[src/rtl/inst_fetch_resp.sv]
// inst_fetch_resp: responder side of the PC/fetch interface.
// Takes the current pc from the PC generator and reads the instruction word
// over a req/ack handshake. It hands the word to decode with valid/ready and
// then pulses pc_en for one cycle so the PC register advances or branches.
// A flush discards the fetch in flight. A misaligned pc or a missing ack
// latches a sticky fault that only reset clears.
module inst_fetch_resp #(
    parameter int ADDR_W  = 32,
    parameter int DATA_W  = 32,
    parameter int TIMEOUT = 16
) (
    input  logic              clk,
    input  logic              rst,
    input  logic              ce,
    input  logic [ADDR_W-1:0] pc,
    output logic              mem_req,
    output logic [ADDR_W-1:0] mem_addr,
    input  logic              mem_ack,
    input  logic [DATA_W-1:0] mem_rdata,
    output logic [DATA_W-1:0] inst,
    output logic [ADDR_W-1:0] inst_pc,
    output logic              inst_valid,
    input  logic              inst_ready,
    input  logic              flush,
    output logic              pc_en,
    output logic              fetch_err,
    output logic [1:0]        err_code
);

    localparam int CNT_W = $clog2(TIMEOUT);
    localparam logic [CNT_W-1:0] CNT_ZERO = CNT_W'(1'b0);
    localparam logic [CNT_W-1:0] CNT_ONE  = CNT_W'(1'b1);
    localparam logic [CNT_W-1:0] CNT_LAST = CNT_W'(TIMEOUT - 1);

    localparam logic [1:0] ERR_NONE    = 2'b00;
    localparam logic [1:0] ERR_ALIGN   = 2'b01;
    localparam logic [1:0] ERR_TIMEOUT = 2'b10;

    typedef enum logic [2:0] {
        S_IDLE  = 3'd0,
        S_REQ   = 3'd1,
        S_HOLD  = 3'd2,
        S_STEP  = 3'd3,
        S_STEP2 = 3'd4,
        S_ERR   = 3'd5
    } state_t;

    // Instruction words must sit on a 4-byte boundary.
    function automatic logic is_word_aligned(input logic [1:0] low_bits);
        return (low_bits == 2'b00);
    endfunction

    state_t              state_q, state_d;
    logic                mem_req_q, mem_req_d;
    logic [ADDR_W-1:0]   mem_addr_q, mem_addr_d;
    logic [DATA_W-1:0]   inst_q, inst_d;
    logic [ADDR_W-1:0]   inst_pc_q, inst_pc_d;
    logic                inst_valid_q, inst_valid_d;
    logic                pc_en_q, pc_en_d;
    logic                fetch_err_q, fetch_err_d;
    logic [1:0]          err_code_q, err_code_d;
    logic                drop_q, drop_d;
    logic [CNT_W-1:0]    cnt_q, cnt_d;

    // Next-state and next-output logic of the fetch sequencer.
    always_comb begin
        state_d      = state_q;
        mem_req_d    = mem_req_q;
        mem_addr_d   = mem_addr_q;
        inst_d       = inst_q;
        inst_pc_d    = inst_pc_q;
        inst_valid_d = inst_valid_q;
        pc_en_d      = 1'b0;
        fetch_err_d  = fetch_err_q;
        err_code_d   = err_code_q;
        drop_d       = drop_q;
        cnt_d        = cnt_q;

        case (state_q)
            S_IDLE: begin
                if (ce) begin
                    if (!is_word_aligned(pc[1:0])) begin
                        fetch_err_d = 1'b1;
                        err_code_d  = ERR_ALIGN;
                        state_d     = S_ERR;
                    end else begin
                        mem_addr_d = pc;
                        mem_req_d  = 1'b1;
                        cnt_d      = CNT_ZERO;
                        state_d    = S_REQ;
                    end
                end else begin
                    state_d = S_IDLE;
                end
            end

            S_REQ: begin
                if (mem_ack) begin
                    mem_req_d = 1'b0;
                    cnt_d     = CNT_ZERO;
                    if (drop_q || flush) begin
                        // The read belongs to a path that was flushed: drop it.
                        drop_d  = 1'b0;
                        pc_en_d = 1'b1;
                        state_d = S_STEP;
                    end else begin
                        inst_d       = mem_rdata;
                        inst_pc_d    = mem_addr_q;
                        inst_valid_d = 1'b1;
                        state_d      = S_HOLD;
                    end
                end else if (cnt_q == CNT_LAST) begin
                    mem_req_d   = 1'b0;
                    fetch_err_d = 1'b1;
                    err_code_d  = ERR_TIMEOUT;
                    state_d     = S_ERR;
                end else begin
                    // The read stays outstanding. A flush only marks it for discard.
                    cnt_d = cnt_q + CNT_ONE;
                    if (flush) begin
                        drop_d = 1'b1;
                    end else begin
                        drop_d = drop_q;
                    end
                end
            end

            S_HOLD: begin
                if (flush || inst_ready) begin
                    inst_valid_d = 1'b0;
                    pc_en_d      = 1'b1;
                    state_d      = S_STEP;
                end else begin
                    inst_valid_d = 1'b1;
                end
            end

            S_STEP: begin
                // pc_en is high this cycle. Force it low next cycle so the next pulse starts on a fresh edge.
                state_d = S_STEP2;
            end

            S_STEP2: begin
                if (!ce) begin
                    state_d = S_IDLE;
                end else if (!is_word_aligned(pc[1:0])) begin
                    fetch_err_d = 1'b1;
                    err_code_d  = ERR_ALIGN;
                    state_d     = S_ERR;
                end else begin
                    mem_addr_d = pc;
                    mem_req_d  = 1'b1;
                    cnt_d      = CNT_ZERO;
                    state_d    = S_REQ;
                end
            end

            S_ERR: begin
                mem_req_d    = 1'b0;
                inst_valid_d = 1'b0;
                fetch_err_d  = 1'b1;
                state_d      = S_ERR;
            end

            default: begin
                // Unreachable encoding: return to a quiet idle.
                mem_req_d    = 1'b0;
                inst_valid_d = 1'b0;
                drop_d       = 1'b0;
                cnt_d        = CNT_ZERO;
                err_code_d   = ERR_NONE;
                state_d      = S_IDLE;
            end
        endcase
    end

    // State and output registers with asynchronous active-low reset.
    always_ff @(posedge clk or negedge rst) begin
        if (!rst) begin
            state_q      <= S_IDLE;
            mem_req_q    <= 1'b0;
            mem_addr_q   <= '0;
            inst_q       <= '0;
            inst_pc_q    <= '0;
            inst_valid_q <= 1'b0;
            pc_en_q      <= 1'b0;
            fetch_err_q  <= 1'b0;
            err_code_q   <= ERR_NONE;
            drop_q       <= 1'b0;
            cnt_q        <= CNT_ZERO;
        end else begin
            state_q      <= state_d;
            mem_req_q    <= mem_req_d;
            mem_addr_q   <= mem_addr_d;
            inst_q       <= inst_d;
            inst_pc_q    <= inst_pc_d;
            inst_valid_q <= inst_valid_d;
            pc_en_q      <= pc_en_d;
            fetch_err_q  <= fetch_err_d;
            err_code_q   <= err_code_d;
            drop_q       <= drop_d;
            cnt_q        <= cnt_d;
        end
    end

    assign mem_req    = mem_req_q;
    assign mem_addr   = mem_addr_q;
    assign inst       = inst_q;
    assign inst_pc    = inst_pc_q;
    assign inst_valid = inst_valid_q;
    assign pc_en      = pc_en_q;
    assign fetch_err  = fetch_err_q;
    assign err_code   = err_code_q;

endmodule

[config.mk]
export PLATFORM = sky130hd
export DESIGN_NAME = inst_fetch_resp
export DESIGN_NICKNAME = d
export VERILOG_FILES = /design/src/rtl/inst_fetch_resp.sv
export SDC_FILE = /design/constraint.sdc
export NUM_CORES = 1
export LEC_CHECK = 0
export BUFFER_PORTS_ARGS = -buffer_cell sky130_fd_sc_hd__buf_2
export CELL_PAD_IN_SITES_DETAIL_PLACEMENT = 2
export CELL_PAD_IN_SITES_GLOBAL_PLACEMENT = 2
export CORE_UTILIZATION = 35
export DETAILED_ROUTE_END_ITERATION = 16
export PLACE_DENSITY = 0.84
export SYNTH_ARGS = -nofsm -noshare
export SYNTH_HDL_FRONTEND = slang
export SYNTH_SLANG_ARGS = --single-unit
[constraint.sdc]
create_clock -name clk -period 4.3 [get_ports clk]
set_input_delay 1.29 -clock clk [delete_from_list [all_inputs] [get_ports clk]]
set_output_delay 1.29 -clock clk [all_outputs]
set_load 0.02 [all_outputs]
After elaboration in Yosys (flattened, before gate mapping):

Index checks and enable logic that the tools add are counted.

* register bits after elaboration: 110
* output and inout port bits: 102
* logic and storage cells: 94

* $add $sub $neg: 1
* equal/unequal tests: 18
* muxes and demuxes: 40
* bitwise logic cells: 5
* reductions and logical operators: 19

Operators with widths (count)
* $mux W1: 19
* $mux W4: 4
* $mux W3: 5
* $pmux W3 S5: 1
* $ne A2 B2 Y1 const B: 6
* $ne A3 B3 Y1 const B: 4
* $pmux W4 S3: 1
* $reduce_and A4 Y1: 3
* $reduce_and A5 Y1: 2
* $pmux W1 S3: 3
* $reduce_and A3 Y1: 3
* $mux W2: 4
* $eq A3 B2 Y1 const B: 2
* $eq A3 B3 Y1 const B: 2
* $pmux W2 S3: 1
* $reduce_or A3 Y1: 2
* $not A1 Y1: 5
* $reduce_or A5 Y1: 1
* $add A4 B1 Y4 const B: 1
* $eq A4 B4 Y1 const B: 1
* $ne A2 B1 Y1 const B: 2
* $pmux W1 S2: 2
* $reduce_or A2 Y1: 2
* $eq A3 B1 Y1 const B: 1
* other kinds (5): 6

Depth between registers and ports, before layout:

Gate-level depths: netlist of run 1.

* word-level depth: 4
* gate-level depth with buffers: 6

Least setup slack after synthesis of run 1:

No wires, ideal clock.

* path type: input port to flip-flop
* start point: input port pc[1]
* end point: register mem_addr_q[10] (netlist: mem_addr[10])
* arrival: 2.336 ns
* data required time: 4.175 ns
* setup slack: 1.840 ns
* stages on the path: 5
* buffers on the path: 2
* cells stage by stage: nor4_2 -> and2_1 -> clkbuf_2 -> buf_4 -> mux2_2

* word-level cells in the longest chain between the ends: 2

RTL lines
* from (decl): RTL line 15 `input logic [ADDR_W-1:0] pc,`
* $logic_not A2 Y1: RTL line 50 `return (low_bits == 2'b00);`
* $reduce_and A3 Y1 (no line)
* to (signal assigned): RTL line 194 `mem_addr_q <= mem_addr_d;`
* to (decl): RTL line 55 `logic [ADDR_W-1:0] mem_addr_q, mem_addr_d;`

No other way between the ends.
A chain may end at the register's enable or synchronous reset.

Final worst setup path of run 1:

* start point: input port flush
* end point: register inst_q[15] (netlist: inst[15])

* word-level cells in the longest chain between the ends: 3

RTL lines
* from (decl): RTL line 24 `input logic flush,`
* $logic_or A1 B1 Y1: RTL line 101 `if (drop_q || flush) begin`
* $not A1 Y1 (no line)
* $reduce_and A3 Y1 (no line)
* to (signal assigned): RTL line 195 `inst_q <= inst_d;`
* to (decl): RTL line 56 `logic [DATA_W-1:0] inst_q, inst_d;`

No other way between the ends.

==> results of run 1 <==
-- worst reg2reg max path: stages (launching register included) --
cell	delay (ns)
dfrtp_1	0.52
nor4b_4	0.44
nand3_4	0.50
buf_4	0.50
mux2_4	0.36
-- placed cells by master (no fill, tap or decap), drive strengths merged, types with 2 or more instances in the layout --
master / instances
a22o: 2
nand2b: 4
nor4b: 2
buf: 175
nand3: 4
o21ai: 2
clkinv: 2
a211oi: 2
nor2: 4
nand2: 8
nor2b: 2
inv: 5
clkbuf: 11
a21oi: 5
mux2: 94
dfrtp: 110
o31ai: 2
and2: 5
-- per-stage QoR --
| step | instance area (sq um) | setup WS (ns) | hold slack [ns] | total power, mW | instances |
|---|---|---|---|---|---|
| floorplan | 4590 | 1.84 | 0.491 | 3.16 | 282 |
| global placement | 5590 | 1.04 | 0.462 | 3.77 | 615 |
| detailed placement | 5590 | 0.952 | 0.462 | 3.92 | 615 |
| CTS | 5890 | 1.32 | 0.479 | 4.78 | 631 |
| global route | 5890 | 1.27 | 0.517 | 4.97 | 631 |
| finish | 5890 | 1.36 | 0.475 | 4.71 | 632 |
-- registers in the layout, summed over array words and instances, names as in the netlist, 2 cells and up --
name,flops
err_code,2
inst,32
mem_addr,32
cnt_q,4
inst_pc,32
state_q,3
-- power groups by stage --
stage | clock [mW] | combinational (mW) | sequential, mW
6_report | 0.821 | 2.02 | 1.87
2_1_floorplan | 0 | 0.849 | 2.31
4_1_cts | 0.845 | 2.06 | 1.88
3_5_place_dp | 0 | 2.04 | 1.88
5_1_grt | 0.878 | 2.15 | 1.93
3_3_place_gp | 0 | 1.95 | 1.82
-- cells by family (layout without fill, tap and decap cells) --
logic type	count (synthesis)	after routing
mux	95	95
fa+ha+maj	1	1
other cells	0	1
simple gates	34	34
compound gates	25	25
buf+inv	17	194
flops	110	110
-- metal layers --
layer / part of all wire, % / wire length (um) / global-route usage, %
met5: 0 / 0 / 0
met4: 2.9 / 379 / 9.37
met3: 4.8 / 623 / 3.79
met2: 55 / 7130 / 37.2
met1: 37 / 4880 / 21.3
-- area by class of cell --
class                           count  area share (%)
Sequential cell                   110            46.7
Multi-Input combinational cell    155            29.1
Timing Repair Buffer              175            15.3
Clock buffer                       11            4.29
Tap cell                          172            3.65
Clock inverter                      5           0.659
Inverter                            3           0.191
Antenna cell                        1          0.0425
-- path summary, 6_finish.rpt --
kind                                       endpoint                    from
setup reg to reg               inst[15]$_DFFE_PN0P_  state_q[2]$_DFFE_PN0P_
max in group asynchronous   inst_pc[28]$_DFFE_PN0P_                     rst
setup / recovery               inst[15]$_DFFE_PN0P_                   flush
hold reg to reg               fetch_err$_DFFE_PN0P_   fetch_err$_DFFE_PN0P_
hold / removal                fetch_err$_DFFE_PN0P_   fetch_err$_DFFE_PN0P_
min in group asynchronous  mem_addr[13]$_DFFE_PN0P_                     rst
==> run metrics, run 1 <==
critical path data required time 4.53 ns; Setup Buffers After CTS 0; worst hold path depth 2; peak supply drop 0.000246 V; critical path buffer and inverter count 2; most frequent cell after synthesis dfrtp_1; final period utilization 68.3%; RSZ-0062 raised after global routing no; synth top area cells dfrtp_1, mux2_4, mux2_2; CP arrival 3.17 ns; synth cell count leaders dfrtp_1, mux2_4, mux2_2; initial drt markers 83; synthesized area per cell 16.3 sq um; gr ovfl total 0; FFs w/ async S/R, synth 100%; FMAX 0.340 GHz; Final nets 525; Worst Skew 0.0112 ns; Core Region 12700 sq um; Reg2Reg Depth 4; clock sinks 110; DRT Pass-1 Iters 4; TNS Setup 0 ns; largest family of logic cells by synthesized area multiplexers; CTS tree built; # resized after CTS 0; Synth top area share 59.9%; initial antenna violation count 0; Vias 3055; Post-synth EDFFs 0; mapped cell area 4590 sq um; Seq/Total Area, Yosys 59.9%; input/output buffers 171; # IOs 172; actual slew at the worst max-slew pin 0.679 ns; slowest stage cell, crit path nand3_4; Synth area leader dfrtp_1; Final Util 46.3%; Setup-failing EPs final 0; combinational share of power 42.9%; CP top delay family simple AND/OR/NAND/NOR gates; DR WL/cell 20.6 um; Hold Crit Class reg -> reg; sw power 1.85 mW; Cells after Synth 282; max-slew violations 0; CP peak stage delay 0.50 ns; status complete, no violations; max-capacitance violation count 0; GRT Overall Usage 19.8%; RePlAce Congestion 0.765; Routed WL 13.0 mm; Clock power frac 17.4%; Seq pwr share 39.7%; Critical Path Start Type input port; Worst-path clk slew 0.07 ns; area of the multi-input gates 1710 sq um; Detail Route Antenna Nets 0; critical path depth 5; largest net degree at the start of global routing 60; Hold Vio Cnt, Final 0; #FFs+latches synth 110; Max-Slew Margin vs Limit 54.7%; hold buffer count at CTS 0; H-tree levels 3; CTS Buf Count 9; num rows 41; Detail Placement HPWL 9.34 mm; vias in the first global route 3431; cells along the critical path buf_2 > nor4b_4 > nand3_4 > buf_4 > mux2_4; Netlist cell types 44; area grow syn2layout 28.2%; Longest Clk Path Bufs 2; Post-route DRC 0; FF+latch area 2750 sq um; # fillers 1306; share of layout cells above drive strength 1 63.2%; Die Ht 117 um; xor/xnor cell area share of the yosys netlist 0%; P_leak 3.11 nW; sw frac 39.3%; post-synthesis simple-gate area fraction 4.93%; Critical Setup Path Class in -> reg; syn nets 353; Worst-Skew Late Latency 0.35 ns; die width 117 um; starting density of the core 36.1%; yosys warns 0; first-pass GRT wire length 19.8 mm; minimum clock period 2.94 ns; clock root buffer clkbuf_16; internal power 2.86 mW; Top FF cell, synth dfrtp_1; power density over the cells 800 nW/um^2; CP max FO 27; Compound-Gate Fraction of Synth Area 3.95%; post-synthesis mux area share 28.2%; Vias/cell 4.83; crit end category flop; r2r setup slk 1.86 ns; Die ar. 13600 sq um; adder-cell area share of the yosys netlist 0.272%
Power figures use the tool's default switching activity.
==> run 2, diff against run 1 <==
ABC_AREA = 1   (was unset)
CORE_UTILIZATION = 26   (was 35)
PLACE_DENSITY = 0.76   (was 0.84)
clock period = 2.7 ns   (was 4.3 ns; I/O delays follow)
==> run 2 against run 1 <==
  * Combinational power up 62%
  * Critical endpoint is now inst_pc[10]$_DFFE_PN0P_
  * Hold slack worse by 0.033 ns
  * Via count up 25%
  * Highest routed layer unchanged
  * Non-clock buffer count unchanged
  * Largest power group unchanged
  * Critical path type unchanged
==> run metrics, run 2 <==
status complete, no violations; FF+latch area 2750 sq um (unchanged); Setup Buffers After CTS 0 (unchanged); yosys warns 0 (unchanged); crit end category flop; Cells after Synth 474 (+68%); Reg2Reg Depth 6 (+2); final hold slack 0.442 ns (-0.0330 ns); peak supply drop 0.000386 V (+57%); FMAX 0.498 GHz; minimum clock period 2.01 ns; area grow syn2layout 28.7%; DR WL/cell 15.5 um (-25%); power density over the cells 1270 nW/um^2 (+59%); starting density of the core 26.5% (-9.6 points); Max-Slew Margin vs Limit 28.6% (-26 points); clock sinks 110 (unchanged); mapped cell area 4570 sq um (-0.52%); slowest stage cell, crit path inv_4; synthesized area per cell 9.64 sq um (-41%); Vias/cell 4.37 (-9.6%); Worst-Skew Late Latency 0.35 ns (about the same); final period utilization 74.4%; CTS tree built; Synth top area share 60.2% (+0.31 points); H-tree levels 3 (unchanged); area of the multi-input gates 1460 sq um (-15%); gr ovfl total 0 (unchanged); first-pass GRT wire length 21.6 mm (+8.8%); Longest Clk Path Bufs 2 (unchanged); Placed Area 5570 sq um (-0.45%); Hold Vio Cnt, Final 0 (unchanged); r2r setup slk 0.79 ns (-1.07 ns); r2r startpoint state_q[1]$_DFFE_PN0P_; FFs w/ async S/R, synth 100% (unchanged); most frequent cells in the layout nand2_1, buf_2, dfrtp_1; Finished Layout Cells 872 (+38%); cells along the critical path buf_2 > nor2_1 > nand2_1 > nor2_8 > inv_4 > nand2_1 > o21ai_2; DRT Pass-1 Iters 4 (unchanged); Die Ht 135 um (+15%); # IOs 172 (unchanged); num rows 48 (+17%); synth top area cells dfrtp_1, nand2_1, o21ai_2; largest net degree at the start of global routing 92 (+53%); input/output buffers 171 (unchanged); GRT Overall Usage 15.5% (-4.3 points); Die ar. 18100 sq um (+33%); CTS Buf Count 9 (unchanged); Vias 3810 (+25%); Final nets 712 (+36%); Critical Setup Path Class in -> reg; P_leak 3.29 nW (+5.8%); CP top delay family buffers and inverters; clock root buffer clkbuf_16; Routed WL 13.5 mm (+3.8%); placed cells 855 (+39%); Core Region 17200 sq um (+35%); Final Util 34.1% (-12 points); max-slew violations 0 (unchanged); # resized after CTS 0 (unchanged); hold buffer count at CTS 0 (unchanged); most frequent cell after synthesis nand2_1; CP peak stage delay 0.72 ns (+0.22 ns); Final Instance Area 5880 sq um (-0.15%); cell repeated most along the worst path nand2_1; Reg2Reg Capture Point inst_pc[10]$_DFFE_PN0P_; syn nets 545 (+54%); share of layout cells above drive strength 1 36.5% (-27 points); initial drt markers 122 (+47%); Detail Route Antenna Nets 0 (unchanged); actual slew at the worst max-slew pin 1.07 ns (+0.392 ns); Post-route DRC 0 (unchanged); vias in the first global route 4224 (+23%); RePlAce Congestion 0.777 (+1.6%); Synth area leader dfrtp_1; most common library cell in the layout ignoring fill and taps nand2_1; synth cell count leaders nand2_1, dfrtp_1, inv_1; Post-synth EDFFs 0 (unchanged); critical path buffer and inverter count 2 (unchanged); critical path data required time 2.97 ns (-1.56 ns); initial antenna violation count 1 (+1); Netlist cell types 27 (-39%); Critical Path Start Type input port; Worst-path clk slew 0.08 ns (about the same); CP max FO 91 (+240%); max-capacitance violation count 0 (unchanged); RSZ-0062 raised after global routing no; Top FF cell, synth dfrtp_1; Setup-failing EPs final 0 (unchanged); #FFs+latches synth 110 (unchanged); CP arrival 2.28 ns (-0.89 ns); Worst Skew 0.00985 ns (-0.00140 ns); # fillers 1973 (+51%); TNS Setup 0 ns (unchanged); Detail Placement HPWL 10.1 mm (+8.7%); Hold Crit Class in -> async; die width 135 um (+15%); Seq/Total Area, Yosys 60.2% (+0.31 points)
## run 2: cell types whose count changed after synthesis, moves of 18 or more
cell,change
a21oi_1,+18
nor2_1,+32
nand2_1,+172
mux2_4,-60
inv_1,+38
o21ai_2,+27
mux2_2,-30
## run 2: per-stage QoR
step / total power [mW] / setup slack [ns]
6_report: 7.47 / 0.692
3_3_place_gp: 5.99 / 0.369
2_1_floorplan: 4.94 / 1.03
5_1_grt: 8.01 / 0.531
4_1_cts: 7.64 / 0.652
3_5_place_dp: 6.20 / 0.269
## run 2: cell families after synthesis
| family | count (synthesis) | synth area share, % |
|---|---|---|
| simple gates | 237 | 21.3 |
| flops | 110 | 60.2 |
| compound gates | 61 | 9.50 |
| buf+inv | 61 | 7.78 |
| mux | 3 | 0.739 |
| xor+xnor | 1 | 0.192 |
| fa+ha+maj | 1 | 0.274 |
## run 2: layer usage
layer  vias up  share of wire (%)  GRT usage (%)
met5         -                  0              0
met4         0                1.7           6.74
met3        12                3.4           2.40
met2        85                 54           28.5
met1      1916                 41           17.7
li1       1797                  -              -
## run 2: cell type report
type                            instances  area share, %
Clock buffer                           11           4.13
Multi-Input combinational cell        303           24.9
Clock inverter                          5           1.11
Antenna cell                            1         0.0426
Timing Repair Buffer                  175           15.5
Sequential cell                       110           46.8
Tap cell                              225           4.79
Inverter                               42           2.72
## run 2: worst max path at each step
stage / from / end / slack, ns / cells past startpoint
floorplan: flush / inst_pc[23]$_DFFE_PN0P_ / 1.03 / 7
global placement: flush / inst_pc[7]$_DFFE_PN0P_ / 0.37 / 7
detailed placement: flush / inst_pc[10]$_DFFE_PN0P_ / 0.27 / 7
CTS: flush / inst_pc[10]$_DFFE_PN0P_ / 0.65 / 7
global route: flush / inst_pc[9]$_DFFE_PN0P_ / 0.53 / 7
finish: flush / inst_pc[10]$_DFFE_PN0P_ / 0.69 / 7
## run 2: where the power goes
part | switching, mW | internal [mW]
sequential | 0.416 | 2.38
clock | 0.636 | 0.757
combinational | 2.24 | 1.04
total | 3.29 | 4.18
==> run 3, diff against run 2 <==
clock period = 1.72 ns   (was 2.7 ns; I/O delays follow)
==> run 3 against run 2 <==
  * Die area unchanged
  * Power increased by 62%
  * Core utilization increased by 1.4 points
  * Non-clock buffer count increased by 14
  * Design area increased by 4.1%
  * Clock skew decreased by 0.0048 ns
  * Critical endpoint is now mem_addr[24]$_DFFE_PN0P_
  * Highest routed layer unchanged
==> run metrics, run 3 (synthesized netlist as in run 2, its figures left out) <==
RePlAce Congestion 0.811 (+4.4%); # resized after CTS 0 (unchanged); share of layout cells above drive strength 1 38.0% (+1.5 points); P_leak 3.42 nW (+3.8%); H-tree levels 3 (unchanged); Die ar. 18100 sq um (unchanged); max-slew violations 0 (unchanged); Core Region 17200 sq um (unchanged); Worst-Skew Late Latency 0.35 ns (about the same); starting density of the core 26.5% (unchanged); FMAX 0.654 GHz; internal power 6.92 mW (+66%); Clock power frac 20.1% (+1.5 points); DR WL/cell 15.4 um (-0.62%); final hold slack 0.0760 ns (-0.366 ns); max-capacitance violation count 0 (unchanged); area grow syn2layout 34.0%; DRT Pass-1 Iters 4 (unchanged); Max-Slew Margin vs Limit 74.1% (+46 points); FF+latch area 2750 sq um (unchanged); CTS Buf Count 9 (unchanged); GRT Overall Usage 15.9% (+0.43 points); Hold Crit Class in -> async; vias in the first global route 4331 (+2.5%); sw frac 42.8% (-1.3 points); Hold Vio Cnt, Final 0 (unchanged); minimum clock period 1.53 ns; Setup Buffers After CTS 0 (unchanged); Die Ht 135 um (unchanged); initial antenna violation count 0 (-1); Vias/cell 4.36 (-0.18%); gr ovfl total 0 (unchanged); # diodes 0 (-1); actual slew at the worst max-slew pin 0.388 ns (-0.683 ns); CP max FO 37 (-59%); total power 12.1 mW (+62%); peak supply drop 0.000671 V (+74%); Setup-failing EPs final 0 (unchanged); RSZ-0062 raised after global routing no; Worst Skew 0.00503 ns (-0.00481 ns); CTS tree built; first-pass GRT wire length 22.2 mm (+3.0%); final period utilization 88.9%; status complete, no violations; Critical Setup Path Class reg -> reg; Worst-path clk slew 0.08 ns (about the same); most frequent cells in the layout nand2_1, buf_2, dfrtp_1; Detail Route Antenna Nets 0 (unchanged); CP arrival 1.77 ns (-0.51 ns); hold buffer count at CTS 0 (unchanged); area of the multi-input gates 1460 sq um (unchanged); die width 135 um (unchanged); input/output buffers 171 (unchanged); Post-route DRC 0 (unchanged); sw power 5.17 mW (+57%); combinational share of power 43.6% (-0.3 points); clock sinks 110 (unchanged); Routed WL 13.6 mm (+0.86%); # fillers 1969 (-0.20%); largest net degree at the start of global routing 38 (-59%); most common library cell in the layout ignoring fill and taps nand2_1; Longest Clk Path Bufs 2 (unchanged); Detail Placement HPWL 10.5 mm (+3.4%); critical path data required time 1.96 ns (-1.01 ns); power density over the cells 1970 nW/um^2 (+55%); Seq pwr share 36.4% (-1.0 points); Critical Path Start Type flop; num rows 48 (unchanged); TNS Setup 0 ns (unchanged); Vias 3860 (+1.3%); crit end category flop; initial drt markers 61 (-50%); Final nets 726 (+2.0%); clock root buffer clkbuf_16; # IOs 172 (unchanged)
-- run 3: critical path: stages (launching register included) --
cell	delay [ns]
dfrtp_1	0.48
nor2_4	0.20
nand3_2	0.15
buf_12	0.21
buf_4	0.17
nor2_1	0.14
a21oi_2	0.05
-- run 3: final cells by class --
cell class | count | area share, %
multi-input combinational | 303 | 23.9
timing repair buffer | 189 | 18.3
tap | 225 | 4.60
sequential | 110 | 45.0
inverter | 42 | 2.62
clock inverter | 7 | 1.98
clock buffer | 9 | 3.68
-- run 3: power groups by stage --
stage | Combinational (mW) | Sequential [mW] | Clock (mW)
2_1_floorplan | 2.03 | 5.73 | 0
3_3_place_gp | 5.17 | 4.38 | 0
6_report | 5.26 | 4.40 | 2.42
5_1_grt | 5.80 | 4.54 | 2.62
3_5_place_dp | 5.38 | 4.46 | 0
4_1_cts | 5.39 | 4.43 | 2.53
-- run 3: path summary, 6_finish.rpt --
| path | start | endpoint | slack (ns) | depth (start not counted) |
|---|---|---|---|---|
| max | state_q[0]$_DFFE_PN0P_ | mem_addr[24]$_DFFE_PN0P_ | 0.19 | 6 |
| min | rst | inst_pc[6]$_DFFE_PN0P_ | 0.08 | 1 |
| max reg2reg | state_q[0]$_DFFE_PN0P_ | mem_addr[24]$_DFFE_PN0P_ | 0.19 | 6 |
| min reg2reg | fetch_err$_DFFE_PN0P_ | fetch_err$_DFFE_PN0P_ | 0.46 | 2 |
| max in group asynchronous | rst | inst_pc[18]$_DFFE_PN0P_ | 1.12 | 2 |
| min in group clk | mem_rdata[5] | inst[5]$_DFFE_PN0P_ | 0.37 | 3 |
-- run 3: routing by layer --
metal | GRT usage [%] | part of all wire, %
met1 | 18.8 | 41
met2 | 28.8 | 53
met3 | 2.40 | 3.3
met4 | 6.68 | 2.3
met5 | 0 | 0
-- run 3: metrics by stage --
step / util (%) / cells / area [sq um] / setup WS (ns)
after floorplan: - / 474 / 4570 / 0.346
after global placement: 33.5 / 869 / 5770 / 0.0638
after detailed placement: 33.5 / 869 / 5770 / 0.00432
after CTS: 35.5 / 885 / 6120 / 0.168
after global routing: 35.5 / 885 / 6120 / 0.0818
final: 35.5 / 885 / 6120 / 0.191
